[src/rtl/powlib_iparb.sv]
//==============================================================================
// Module   : powlib_iparb
// Purpose  : Round-robin burst arbiter sharing one registered powlib bus port
//            between N requesters. Define POWLIB_IPARB_PRIO_EN to give
//            requester 0 priority in IDLE.
// Revision : 1.0  initial release
//==============================================================================
`ifndef POWLIB_BW
`define POWLIB_BW 8
`endif
`ifndef POWLIB_OPW
`define POWLIB_OPW 4
`endif

`default_nettype none

module powlib_iparb #(
    parameter string ID      = "IPARB",
    parameter int    EDBG    = 0,
    parameter int    N       = 4,
    parameter int    B_BPD   = 4,
    parameter int    B_AW    = `POWLIB_BW*B_BPD,
    parameter int    GNT_MAX = 4,
    localparam int   B_WW    = `POWLIB_OPW+B_BPD+`POWLIB_BW*B_BPD,
    localparam int   IW      = (N > 1) ? $clog2(N) : 1
) (
    input  logic                clk,
    input  logic                rst,
    input  logic [N*B_AW-1:0]   inaddr,
    input  logic [N*B_WW-1:0]   indata,
    input  logic [N-1:0]        invld,
    output logic [N-1:0]        inrdy,
    output logic [B_AW-1:0]     outaddr,
    output logic [B_WW-1:0]     outdata,
    output logic                outvld,
    input  logic                outrdy,
    input  logic                outnf,
    output logic [IW-1:0]       gntidx,
    output logic                gntvld
);

    localparam int CW = $clog2(GNT_MAX+1);

    localparam logic [0:0] S_IDLE  = 1'b0;
    localparam logic [0:0] S_GRANT = 1'b1;

    if (N < 2) begin : g_chk_n
        $fatal(1, "%s: N=%0d must be >= 2", ID, N);
    end
    if (GNT_MAX < 1) begin : g_chk_gnt
        $fatal(1, "%s: GNT_MAX=%0d must be >= 1", ID, GNT_MAX);
    end
    if (EDBG != 0) begin : g_edbg
        $info("%s: N=%0d GNT_MAX=%0d", ID, N, GNT_MAX);
    end

    logic [0:0]    state;
    logic [0:0]    state_nxt;
    logic [IW-1:0] ptr;
    logic [IW-1:0] win;
    logic [CW-1:0] cnt;
    logic          any_vld;
    logic          sel_vld;
    logic          slot_free;
    logic          xfer;
    logic          done;

    assign any_vld   = |invld;
    assign sel_vld   = invld[gntidx];
    assign slot_free = (!outvld || outrdy) && !outnf;
    assign xfer      = sel_vld && inrdy[gntidx];
    assign done      = (xfer && (cnt == CW'(GNT_MAX-1))) || (!xfer && !sel_vld);

    // Upward search from ptr with explicit wrap so non-power-of-2 N works.
    always_comb begin
        int  idx;
        logic found;
        win   = '0;
        found = 1'b0;
        idx   = 0;
        for (int k = 0; k < N; k++) begin
            idx = int'(ptr) + k;
            if (idx >= N) idx = idx - N;
            if (!found && invld[IW'(idx)]) begin
                found = 1'b1;
                win   = IW'(idx);
            end
        end
`ifdef POWLIB_IPARB_PRIO_EN
        if (invld[0]) win = '0;
`endif
    end

    always_ff @(posedge clk) begin
        if (!rst) state <= S_IDLE;
        else      state <= state_nxt;
    end

    always_comb begin
        state_nxt = state;
        case (state)
            S_IDLE:  if (any_vld) state_nxt = S_GRANT;
            S_GRANT: if (done)    state_nxt = S_IDLE;
            default:              state_nxt = S_IDLE;
        endcase
    end

    // rst is folded in so no requester sees a ready while reset is held.
    always_comb begin
        inrdy  = '0;
        gntvld = (state == S_GRANT);
        if (rst && state == S_GRANT) inrdy[gntidx] = slot_free;
    end

    always_ff @(posedge clk) begin
        if (!rst) begin
            ptr     <= '0;
            gntidx  <= '0;
            cnt     <= '0;
            outvld  <= 1'b0;
            outaddr <= '0;
            outdata <= '0;
        end else begin
            if (state == S_IDLE && any_vld) begin
                gntidx <= win;
                cnt    <= '0;
            end
            if (xfer) cnt <= cnt + CW'(1);
            if (state == S_GRANT && done)
                ptr <= (gntidx == IW'(N-1)) ? '0 : gntidx + IW'(1);
            if (xfer) begin
                outaddr <= inaddr[int'(gntidx)*B_AW +: B_AW];
                outdata <= indata[int'(gntidx)*B_WW +: B_WW];
                outvld  <= 1'b1;
            end else if (outrdy) begin
                outvld  <= 1'b0;
            end
        end
    end

endmodule

`default_nettype wire
[config.mk]
export PLATFORM = sky130hd
export DESIGN_NAME = powlib_iparb
export DESIGN_NICKNAME = d
export VERILOG_FILES = /design/src/rtl/powlib_iparb.sv
export SDC_FILE = /design/constraint.sdc
export NUM_CORES = 1
export LEC_CHECK = 0
export CAP_MARGIN = 5
export CORE_AREA = 2 2 145 147
export CTS_CLUSTER_SIZE = 8
export DETAILED_ROUTE_END_ITERATION = 16
export DIE_AREA = 0 0 147 149
export PLACE_DENSITY = 0.63
export SYNTH_ARGS = -nofsm -noshare
export SYNTH_HDL_FRONTEND = slang
export SYNTH_SLANG_ARGS = --single-unit
[constraint.sdc]
create_clock -name clk -period 2.6 [get_ports clk]
set_input_delay 0.52 -clock clk [delete_from_list [all_inputs] [get_ports clk]]
set_output_delay 0.52 -clock clk [all_outputs]
set_load 0.01 [all_outputs]
* Word-level counts from Yosys, hierarchy flattened
Cells that the tools add are included.
Storage, ports and cells: word-level logic and storage cells 94, bits in registers 81, output and inout port bits 80
Operators by class: order comparisons 10, multiply operators 1, reduce and logical (&&, ||, !) cells 23, add/subtract/negate cells 9, equality and inequality tests 2, bitwise logic cells 2, shift-type cells 2, muxes and demuxes 38
Operators with widths (number):
- 160-bit by 9-bit variable part select with 40-bit output | 1
- 128-bit by 8-bit variable part select with 32-bit output | 1
- 1-bit 2-to-1 mux | 18
- 2-bit 2-to-1 mux | 9
- 2-bit by 4-bit < comparator with 1-bit output, second input constant | 4
- 1-bit binary-select mux with 2-bit select | 6
- 1-bit logical AND | 11
- 3-bit >= comparator, second input constant | 3
- 2-bit by 1-bit subtractor with 2-bit output, second input constant | 4
- 1-bit zero test | 7
- 2-bit by 2-bit adder with 3-bit output, second input constant | 2
- 3-bit 2-to-1 mux | 2
- 2-bit by 3-bit multiplier with 5-bit output, second input constant | 1
- 4-bit AND | 1
- 4-bit 2-to-1 mux | 1
- 2-bit nonzero test | 2
- 4-bit OR reduction | 1
- 2-bit by 1-bit adder with 3-bit output, second input constant | 1
- 3-bit by 1-bit adder with 3-bit output, second input constant | 1
- 3-bit by 2-bit equality test with 1-bit output, second input constant | 1
- 2-bit by 3-bit >= comparator with 1-bit output, second input constant | 1
- 2-bit by 3-bit < comparator with 1-bit output, second input constant | 1
- 2-bit by 1-bit adder with 2-bit output, second input constant | 1
- 1-bit demux with 2-bit select | 1
- 5 further kinds | 6

* Longest topological paths before layout
word-level depth 15, gate-level depth with buffers 9, depth with buffers taken out 6

* Worst setup path before layout
OpenSTA, ideal clock, no wires.
kind register to register, from register gntidx[0], to register outaddr[19], period minus slack after synthesis 2.095 ns, library setup time 0.128 ns, setup slack 0.505 ns, cell stages (with the launch flop) 10, arrival time 1.967 ns, required time 2.472 ns, cell sequence dfxtp_1 buf_2 inv_1 ha_1 and2_0 mux4_2 buf_2 buf_1 nand3_1 o21ai_0
On the way: word-level cells in the longest chain between the ends 9
RTL lines:
- start, declared | line 38 | output logic [IW-1:0] gntidx,
- start signal, assigned | line 125 | gntidx <= win;
- 2-bit by 3-bit < comparator with 1-bit output (implied by the code) / 2-bit by 1-bit >= comparator with 1-bit output (equally long branches) | line 112 | if (rst && state == S_GRANT) inrdy[gntidx] = slot_free;
- 1-bit logical AND (implied by the code) | line 112
- 1-bit 2-to-1 mux (implied by the code) | line 112
- 1-bit demux with 2-bit select | line 112
- 4-bit AND (no source line)
- 4-bit 2-to-1 mux | line 112
- 1-bit binary-select mux with 2-bit select | line 71 | assign xfer = sel_vld && inrdy[gntidx];
- 1-bit 2-to-1 mux (implied by the code) | line 71
- 1-bit logical AND | line 71
- end signal, assigned | line 132 | outaddr <= inaddr[int'(gntidx)*B_AW +: B_AW];
- end, declared | line 33 | output logic [B_AW-1:0] outaddr,
Parallel ways exist; a longest one is shown, timed or not. The select of a mux whose other input is x is not followed. A chain may end at the register's enable or synchronous reset.

* Final worst setup path
from input outrdy, to output inrdy[3]
On the way: word-level cells in the longest chain between the ends 4
RTL lines:
- start, declared | line 36 | input logic outrdy,
- 1-bit logical OR | line 70 | assign slot_free = (!outvld || outrdy) && !outnf;
- 1-bit logical AND | line 70
- 4-bit AND (no source line)
- 4-bit 2-to-1 mux | line 112
- end, declared | line 32 | output logic [N-1:0] inrdy,
No other way between the ends.

==> run summary <==
status - complete, no violations
most area-consuming cells after synthesis - mux4_2 32%, dfxtp_1 31%, o21ai_2 10%, nand3_1 6.1%, nand2_1 5.7%
hold_buf cts - 0
Clock transition at path regs - 0.06 ns
Final Hold Fails - 0
ANT nets after route - 0
final critical-path share of the clock period - 96.80%
max frequency - 397.3 MHz
layout cells sized above 1 - 21.61%
DR vias - 5398
Slew Limit Fails - 0
flop2flop setup slack - 0.37 ns
Static Leak - 3.325 nW
Final WS setup - 0.08315 ns
total die area - 21900 um^2
clk root buf - clkbuf_16
Hold Crit Class - flop to flop
gpl congestion - 0.7010
vias in the first global route - 5534
synthesized instance count - 484
post-synthesis cell area - 5209 um^2
CP Launch Point - outrdy
ys flop type - dfxtp_1
CTS Buf Count - 9
top-count cell post-synth - dfxtp_1
Adder-Cell Fraction of Synth Area - 1.441%
DP HPWL - 15180 um
area share of the largest cell type after synthesis - 32.43%
Synth Area in XOR/XNOR - 0%
synth warn - 0
Nets - 1145
main combinational cell family by area after synthesis - multiplexers
Synth top cells by count - 81 x dfxtp_1, 79 x nand2_1, 75 x mux4_2
first-pass GRT wire length - 29900 um
wire per inst - 17.52 um
mean post-synth cell area - 10.76 um^2
nature of the critical path startpoint - input pin
ordered list of cells on the worst path - clkdlybuf4s50_1 -> nand2b_1 -> nor4b_4 -> buf_4 -> buf_4 -> and2_1 -> clkdlybuf4s15_1
sequential fraction of the synthesis area - 31.13%
Post-Route Setup TNS - 0 ns
Worst Skew - 0.008010 ns
critical path endpoint category - output port
detailed-route DRC error count - 0
EDFF count, synth - 0
Die H - 149 um
Crit Path Max Fanout - 5
Synth Register Bits - 81
Post-DP Area - 9221 um^2
post-synthesis mux area share - 33.39%
CTS sink count - 81
power per cell area - 403.9 nW/um^2
post-layout min period - 2.517 ns
Hold Crit Start - outaddr[27]
Unique masters post-synth - 29
pin count of the biggest net entering global routing - 92
crit-path max cell delay - 0.45 ns
vias per cell - 4.811
clk_lat worst skew - 0.34 ns
GRT overflow - 0
crit path kind - input pin to output port
CTS Buffer Depth - 2
Top Ports - 376
Worst Path Required - 2.08 ns
Peak VDD IR - 0.2877 mV
initial core utilization - 25.34%
P&R area growth vs syn - 84.84%
DRT iter0 DRCs - 225
H-tree Lvls - 3
Max-slew headroom - 35.39%
Tot GR Track Use - 17.37%
Ant. Diodes - 0
Post-Layout Inst Area - 9628 um^2
CP arrival - 2.00 ns
Chip Width - 147 um
reg2reg start - gntvld
worst-margin pin slew - 0.9691 ns
total power - 3.888 mW
initial antenna violation count - 0
total wire length - 19660 um
Max-Cap Viols - 0
leading area contributor after synthesis - mux4_2
post-synthesis compound-gate area fraction - 12.54%
Row Count - 53
syn nets - 786
CORE AREA - 20560 um^2
Setup WS pre-CTS - -0.1308 ns
drt first pass iters - 4
CTS tree - done
Worst path most repeated cell - buf_4
IO Port Bufs - 375
Fill cells - 1907
Final setup viols - 0
simple-gate share of the synthesized area - 15.97%
Post-synth ARST share - 0%
Critical-path top delay cell - clkdlybuf4s50_1
per-stage QoR:
stage | util, % | instances | hold WS [ns]
floorplan | - | 484 | 0.4482
global placement | 44.86 | 1098 | 0.4436
detailed placement | 44.86 | 1098 | 0.4500
CTS | 46.80 | 1123 | 0.4588
global route | 46.84 | 1122 | 0.4725
finish | 46.84 | 1122 | 0.4534
critical path: cells and delay by family:
kind                   cells  cell delay (ns)
buffers and inverters      4             0.94
AND/OR/NAND/NOR            3             0.53
flip-flops by register name (all words and copies together), names as in the netlist:
| name | count |
|---|---|
| outdata | 40 |
| gntidx | 2 |
| outaddr | 32 |
| ptr | 2 |
| cnt | 3 |
| outvld | 1 |
| gntvld | 1 |
per-layer routing:
metal,track usage [%],vias to the layer above,share of wire (%)
li1,-,2552,-
met1,20.72,2571,38
met2,30.35,253,51
met3,4.618,22,8.5
met4,6.058,0,2.1
met5,0,-,0
power by group:
part / leakage, nW / internal, mW / switching [mW]
clock network: 0.159 / 0.891 / 0.518
registers: 0.657 / 1.29 / 0.0293
logic: 2.51 / 0.754 / 0.409
total: 3.32 / 2.93 / 0.956
final timing paths:
| kind | depth (start not counted) | endpoint |
|---|---|---|
| max reg2reg | 9 | cnt[0] |
| min | 2 | outaddr[27] |
| min reg2reg | 2 | outaddr[27] |
| max | 7 | inrdy[3] |
area by class of cell:
class | instances | area, um^2 | share of cell area (%)
flip-flops and latches | 81 | 1629 | 16.92
repair buffers | 400 | 4000 | 41.55
inverters | 6 | 22.52 | 0.2339
clock buffers | 10 | 250.2 | 2.599
multi-input cells | 345 | 3304 | 34.32
well taps | 275 | 344.1 | 3.574
clock inverters | 5 | 77.57 | 0.8057
cell usage in the layout, fill, tap and decap left out, types with 2 or more instances in the layout:
master and instances:
buf_12 4, nand2_1 79, inv_1 5, mux4_2 74, nand3_1 64, nand4_1 12, ha_1 6, and2_1 7
bufinv_16 2, a21oi_1 6, o21ai_2 60, dfxtp_4 2, mux2i_1 5, nor2_1 4, clkinv_2 2, clkbuf_16 10
dlymetal6s2s_1 2, dfxtp_1 79, clkdlybuf4s50_1 370, nand2b_1 3, o21ai_0 13, buf_4 21
cells by family (layout without fill, tap and decap cells):
group           count (synthesis)  count (layout)
compound gates                 83              83
mux                            80              80
simple gates                  176             176
fa+ha+maj                       6               6
buf+inv                        58             421
flops                          81              81
timing repair:
| item | 4_1_cts | 5_1_grt |
|---|---|---|
| buffers inserted | 10 | 1 |
| endpoints found under the setup margin | 4 | 49 |
| gates resized for setup | 2 | 5 |
No activity file was read; power rests on OpenSTA's default activity.
